===== config.mk =====
export PLATFORM = sky130hd
export DESIGN_NAME = spike_window_counter
export DESIGN_NICKNAME = d
export VERILOG_FILES = /design/src/rtl/spike_window_counter.sv
export SDC_FILE = /design/constraint.sdc
export NUM_CORES = 1
export LEC_CHECK = 0
export BUFFER_PORTS_ARGS = -buffer_cell sky130_fd_sc_hd__buf_4
export CAP_MARGIN = 20
export CORE_MARGIN = 2
export CORE_UTILIZATION = 53
export CTS_CLUSTER_DIAMETER = 100
export DETAILED_ROUTE_END_ITERATION = 10
export HOLD_SLACK_MARGIN = 0.06
export PLACE_DENSITY = 0.75
export SYNTH_ARGS = -nofsm -noshare
export SYNTH_HDL_FRONTEND = slang
export SYNTH_SLANG_ARGS = --single-unit

===== constraint.sdc =====
create_clock -name clk -period 3.8 [get_ports clk]
set_input_delay 0.19 -clock clk [delete_from_list [all_inputs] [get_ports clk]]
set_output_delay 0.19 -clock clk [all_outputs]
set_load 0.01 [all_outputs]

===== src/rtl/spike_window_counter.sv =====
// Counts spikes from N_NEURON lines over windows of WINDOW_LEN enabled cycles and publishes a saturating count.
// Optional rising-edge-only spike counting is enabled with the SPIKE_EDGE_DETECT_EN macro.
module spike_window_counter #(
    parameter int N_NEURON   = 16,
    parameter int WINDOW_LEN = 1024,
    parameter int CNT_W      = 32
) (
    input  logic                clk,
    input  logic                reset,
    input  logic                en,
    input  logic [N_NEURON-1:0] i_spikes,
    output logic [31:0]         o_spike_cnt,
    output logic                o_cnt_valid,
    output logic                o_overflow
);

    localparam int WIN_W = $clog2(WINDOW_LEN);
    localparam int POP_W = $clog2(N_NEURON + 1);
    localparam logic [WIN_W-1:0] WIN_LAST = WIN_W'(WINDOW_LEN - 1);
    localparam logic [CNT_W-1:0] CNT_MAX  = {CNT_W{1'b1}};

    function automatic logic [POP_W-1:0] popcount(input logic [N_NEURON-1:0] bits);
        logic [POP_W-1:0] n;
        n = {POP_W{1'b0}};
        for (int i = 0; i < N_NEURON; i++) begin
            n = n + POP_W'(bits[i]);
        end
        return n;
    endfunction

    logic [WIN_W-1:0]    win_cnt_r;
    logic [N_NEURON-1:0] cap_bits_s;
    logic [N_NEURON-1:0] s0_bits_r;
    logic                s0_v_r;
    logic                s0_last_r;
    logic [POP_W-1:0]    s1_pop_r;
    logic                s1_last_r;
    logic [CNT_W-1:0]    acc_r;
    logic                ovf_r;
    logic [CNT_W:0]      sum_wide_s;
    logic [CNT_W-1:0]    sum_s;
    logic                sat_s;
    logic [CNT_W-1:0]    s2_cnt_r;
    logic                s2_ovf_r;
    logic                s2_valid_r;

`ifdef SPIKE_EDGE_DETECT_EN
    logic [N_NEURON-1:0] prev_bits_r;

    // Remembers the previous enabled sample so held-high lines count once.
    always_ff @(posedge clk or posedge reset) begin
        if (reset) begin
            prev_bits_r <= {N_NEURON{1'b0}};
        end else if (en) begin
            prev_bits_r <= i_spikes;
        end
    end

    assign cap_bits_s = i_spikes & ~prev_bits_r;
`else
    assign cap_bits_s = i_spikes;
`endif

    // Slot position within the current window; advances on enabled cycles only.
    always_ff @(posedge clk or posedge reset) begin
        if (reset) begin
            win_cnt_r <= {WIN_W{1'b0}};
        end else if (en) begin
            win_cnt_r <= (win_cnt_r == WIN_LAST) ? {WIN_W{1'b0}} : win_cnt_r + WIN_W'(1);
        end
    end

    // S0: input capture with valid and end-of-window tags.
    always_ff @(posedge clk or posedge reset) begin
        if (reset) begin
            s0_bits_r <= {N_NEURON{1'b0}};
            s0_v_r    <= 1'b0;
            s0_last_r <= 1'b0;
        end else begin
            s0_bits_r <= cap_bits_s;
            s0_v_r    <= en;
            s0_last_r <= en && (win_cnt_r == WIN_LAST);
        end
    end

    // S1: population count; disabled samples contribute nothing.
    always_ff @(posedge clk or posedge reset) begin
        if (reset) begin
            s1_pop_r  <= {POP_W{1'b0}};
            s1_last_r <= 1'b0;
        end else begin
            s1_pop_r  <= s0_v_r ? popcount(s0_bits_r) : {POP_W{1'b0}};
            s1_last_r <= s0_last_r;
        end
    end

    // Saturating add of this sample's count into the window accumulator.
    always_comb begin
        sum_wide_s = {1'b0, acc_r} + (CNT_W + 1)'(s1_pop_r);
        sat_s      = (sum_wide_s > {1'b0, CNT_MAX});
        if (sat_s) begin
            sum_s = CNT_MAX;
        end else begin
            sum_s = sum_wide_s[CNT_W-1:0];
        end
    end

    // S2: accumulate, or hand the finished window to the output stage.
    always_ff @(posedge clk or posedge reset) begin
        if (reset) begin
            acc_r      <= {CNT_W{1'b0}};
            ovf_r      <= 1'b0;
            s2_cnt_r   <= {CNT_W{1'b0}};
            s2_ovf_r   <= 1'b0;
            s2_valid_r <= 1'b0;
        end else if (s1_last_r) begin
            s2_cnt_r   <= sum_s;
            s2_ovf_r   <= ovf_r | sat_s;
            s2_valid_r <= 1'b1;
            acc_r      <= {CNT_W{1'b0}};
            ovf_r      <= 1'b0;
        end else begin
            s2_valid_r <= 1'b0;
            acc_r      <= sum_s;
            ovf_r      <= ovf_r | sat_s;
        end
    end

    // Output registers: count and overflow only change together with the valid pulse.
    always_ff @(posedge clk or posedge reset) begin
        if (reset) begin
            o_spike_cnt <= 32'd0;
            o_overflow  <= 1'b0;
            o_cnt_valid <= 1'b0;
        end else begin
            o_cnt_valid <= s2_valid_r;
            if (s2_valid_r) begin
                o_spike_cnt <= 32'(s2_cnt_r);
                o_overflow  <= s2_ovf_r;
            end
        end
    end

endmodule


Yosys cells after proc, flatten, opt, wreduce, memory -nomap -nowiden
Index checks and enable logic that the tools add are counted.

Add/subtract/negate cells: 17. $lt $le $gt $ge: 1. Equal/unequal tests: 1. Muxes and demuxes: 6. Bitwise logic cells: 1. Reduce and logical (&&, ||, !) cells: 1.

Operators by type and width (number): $mux 32 (2); $add 5x1->5 (11); $add 32x5->33 (1); $gt 33x32->1 const B (1); $add 10x1->10 const B (1); $eq 10x10->1 const B (1); $mux 10 (1); $add 4x1->5 (1); $mux 5 (1); $add 3x1->4 (1); $add 2x1->3 (1); $add 1x1->2 (1); $mux 1 (2); $logic_and 1x1->1 (1); $or 1x1->1 (1).

Flip-flop bits (word level): 135. Logic and storage cells: 41.

Logic depth before layout (Yosys ltp)
Depth after elaboration: 16. Depth in mapped cells: 13. Mapped depth without buffers: 13.

Worst setup path before layout
OpenSTA, ideal clock, no wires.

Path kind: reg-to-reg. From: reg s0_bits_r[0]. To: reg s1_pop_r[3]. Arrival: 3.220 ns. Setup slack: 0.461 ns. Stages on the path, launching flop included: 12. Path buffers: 0. Path through: dfrtp_1 > fa_1 > inv_1 > fa_1 > fa_1 > fa_1 > inv_1 > ha_1 > a21o_1 > a21oi_1 > xnor2_1 > and2_1.

Cells in the longest elaborated chain, start to end: 16.

RTL lines: start: declaration (line 33) `logic [N_NEURON-1:0] s0_bits_r;`; start signal: assignment (line 76) `s0_bits_r <= {N_NEURON{1'b0}};`; start signal: assignment (line 80) `s0_bits_r <= cap_bits_s;`; $add 1x1->2 (line 26) `n = n + POP_W'(bits[i]);`; $add 2x1->3 (line 26); $add 3x1->4 (line 26); $add 4x1->5 (line 26); $add 5x1->5 (11 in a row) (line 26); $mux 5 (line 92) `s1_pop_r <= s0_v_r ? popcount(s0_bits_r) : {POP_W{1'b0}};`; end signal: assignment (line 89) `s1_pop_r <= {POP_W{1'b0}};`; end signal: assignment (line 92); end: declaration (line 36) `logic [POP_W-1:0] s1_pop_r;`.

Every way passes these cells. A chain may end at the register's enable or synchronous reset.

Worst setup path after layout
Ends and elaborated chain as after synthesis.

==> out/qor.csv <==
metric;value;unit
io_pins;53;
r2r_start;s0_bits_r[0]$_DFF_PP0_;
max-slew-margin-rel;46.9;%
synth-async-reset-ratio;100;%
holdWs;0.203;ns
clock_sinks;135;
synth.most_common_cell;dfrtp_1;
syn_area;0.00593;mm²
reg2reg_depth;11;
synth_edf_count;0;
insertion_delay;0.51;ns
p_leak;3.44;nW
vias;4048;
yosysUniqueCellTypes;50;
critical-path-max-stage-delay;0.58;ns
ir_worst_vdd;504;µV
n_fill_cell;764;
antenna_left;0;
path_clk_slew;0.06;ns
antenna_found_initial;0;
cts_buffers;17;
yosysTopAreaCell;dfrtp_1;
finalCriticalPeriod;3.51;ns
fin_area;0.00726;mm²
grt_pass1_vias;4129;
gp_congestion;0.919;
pwr-share-clk;40.1;%
swShare;27.7;%
crit_buf_inv;2;
fmax;0.285;GHz
tns;0;ns
timing.rr.end;s1_pop_r[3]$_DFF_PP0_;
ys_ff_latch;135;
rsz0062_at_grt;no;
nets;612;
port_buffers;52;
syn_inst;495;
worstPathArrival;3.91;ns
drt-pass1-iter-count;4;
routed_wl;11400;µm
p_per_area;552;mW/mm²
drc;0;
endpoint_kind;register;
slew_viol_final;0;
initial_core_util;54.5;%
fp.dieW;110;µm
yosys-top-cells-count;135 x dfrtp_1, 41 x nor2_1, 37 x a21oi_1;
critical-path-top-delay-family;adder cells;
path_cells;fa_1 > inv_1 > fa_1 > fa_1 > fa_1 > inv_1 > ha_1 > a21o_1 > a21oi_1 > xnor2_1 > and2_1;
hold_viol;0;
coreArea;0.0109;mm²
drt-vias-per-instance;5.59;
n_antenna_cell;0;
cts_max_level;4;
avgSynthCellArea;12.0;µm²
synthTopCellsByArea;dfrtp_1 57%, mux2_2 6.6%, fa_1 3.7%;
synth_nets;536;
fin_skew;0.00806;ns
cts-root-buf;clkbuf_8;
setup_viol;0;
crit_path_top_delay_cell;fa_1;
tightestPinTransition;0.793;ns
dieArea;0.0121;mm²
crit_path_end;s1_pop_r[3]$_DFF_PP0_;
hpwl;7620;µm
synthFlopType;dfrtp_1;
grt_usage;21.2;%
path_depth;11;
internal-power;0.00290;W
place_area;0.00648;mm²
grt_max_degree;65;
p_switching;0.00111;W
seqPwrFrac;41.1;%
dp_cells;673;
dr.first_iter.drc_count;213;
critPathLaunch;s0_bits_r[0]$_DFF_PP0_;
status;finished, final reports clean;
rows;38;
grt_pass1_wl;19500;µm
crit_path_start_kind;register;
overflow;0;
power_frac_comb;18.7;%
stdcell_count;724;
yosysSeqAreaShare;56.9;%
min_period_over_period;92.3;%
crit_path_frequent_cell;fa_1;
yosys_warnings;0;
required;4.20;ns
area_delta_synth_final;22.3;%
seqCellArea;0.00338;mm²
final_core_util;66.7;%
avgRoutedWirePerCell;15.8;µm
postCtsSetupRepairBufs;0;
ff2ff_setup_slack;0.29;ns
clockBufferDepth;2;
synth_top_area_share;56.9;%
multi_input_area;0.00237;mm²
worst_hold_path_type;in2async;
critPathMaxFanout;2;
criticalPathCategory;reg2reg;
die_h;110;µm
drv_cap;0;
drive_gt1_share;23.6;%
cts_tree;yes;
## layout make-up
type | instances | share of cell area, %
well taps | 140 | 2.41
clock buffers | 24 | 6.34
inverters | 26 | 1.40
clock inverters | 8 | 1.67
repair buffers | 77 | 8.93
multi-input cells | 314 | 32.7
flip-flops and latches | 135 | 46.6
## routing by layer
metal / part of all wire (%) / GRT usage, % / up-vias
met4: 1.9 / 8.95 / 0
met5: 0 / 0 / -
li1: - / - / 1911
met3: 3.7 / 5.81 / 22
met2: 52 / 35.4 / 90
met1: 43 / 25.9 / 2025
## cells in the final DEF, fill, tap and decap left out, types with 3 or more instances in the layout
cell	synthesis	layout
nand2_1	23	23
and3_1	9	9
nor2b_1	6	6
mux2_2	35	35
mux2i_1	3	3
clkbuf_16	0	16
nand4_1	11	11
clkbuf_8	0	3
a31oi_1	12	12
o31ai_1	8	8
xor2_1	7	7
clkbuf_1	17	5
bufinv_16	0	3
ha_1	11	11
a31o_2	4	4
a21o_1	5	5
buf_4	0	57
a2111oi_0	6	6
o211ai_1	3	3
a21oi_1	37	37
nor3_1	9	9
dfrtp_1	135	134
clkinv_2	0	3
nor2_1	41	41
and2_1	6	6
xnor2_1	15	15
inv_1	26	25
fa_1	11	11
dlygate4sd3_1	0	18
nand3_1	13	13
o21ai_0	7	7
## power groups by stage
| stage | sequential, W | combinational (W) | clock [W] |
|---|---|---|---|
| 3_5_place_dp | 0.00167 | 0.000727 | 0 |
| 2_1_floorplan | 0.00164 | 0.000565 | 0 |
| 3_3_place_gp | 0.00166 | 0.000678 | 0 |
| 6_report | 0.00165 | 0.000750 | 0.00161 |
| 4_1_cts | 0.00165 | 0.000749 | 0.00164 |
| 5_1_grt | 0.00166 | 0.000851 | 0.00172 |
## worst min path at each step
| stage | from | endpoint | slack (ns) |
|---|---|---|---|
| 2_1_floorplan | i_spikes[0] | s0_bits_r[0]$_DFF_PP0_ | 0.22 |
| 3_3_place_gp | i_spikes[1] | s0_bits_r[1]$_DFF_PP0_ | 0.30 |
| 3_5_place_dp | i_spikes[1] | s0_bits_r[1]$_DFF_PP0_ | 0.30 |
| 4_1_cts | i_spikes[1] | s0_bits_r[1]$_DFF_PP0_ | 0.30 |
| 5_1_grt | reset | o_spike_cnt[17]$_DFFE_PP0P_ | 0.21 |
| 6_report | reset | o_spike_cnt[17]$_DFFE_PP0P_ | 0.20 |
## registers in the layout, indices dropped and copies added (netlist names)
register	count
s0_bits_r	16
s1_last_r	1
o_overflow	1
acc_r	32
s2_ovf_r	1
win_cnt_r	10
s0_last_r	1
ovf_r	1
o_spike_cnt	32
o_cnt_valid	1
s1_pop_r	5
s0_v_r	1
s2_valid_r	1
s2_cnt_r	32
## repair_timing
item | CTS | global route
hold buffers | 18 | 0
resized for setup | 0 | 0
hold endpoints to repair | 70 | 0
## kinds of logic (layout without fill, tap and decap cells)
logic type | count (synthesis) | count (layout) | synth area share, %
AO/OA/AOI/OAI | 98 | 98 | 12.0
XOR/XNOR | 22 | 22 | 3.25
adder cells (fa/ha/maj) | 22 | 22 | 6.03
buffers and inverters | 46 | 135 | 3.08
flip-flops | 135 | 135 | 56.9
multiplexers | 38 | 38 | 7.15
AND/OR/NAND/NOR | 134 | 134 | 11.6
## stage by stage
stage          power (W)  setup slack (ns)
4_1_cts          0.00403             0.260
3_5_place_dp     0.00240             0.253
3_3_place_gp     0.00234             0.404
2_1_floorplan    0.00221             0.461
6_report         0.00401             0.292
5_1_grt          0.00423             0.108
## worst reg2reg max path, stage by stage (launching register included)
cell and delay [ns]:
dfrtp_1 0.38, fa_1 0.55, inv_1 0.06, fa_1 0.48, fa_1 0.43, fa_1 0.58
inv_1 0.07, ha_1 0.31, a21o_1 0.16, a21oi_1 0.17, xnor2_1 0.07, and2_1 0.15
(Power assumes the default switching activity.)
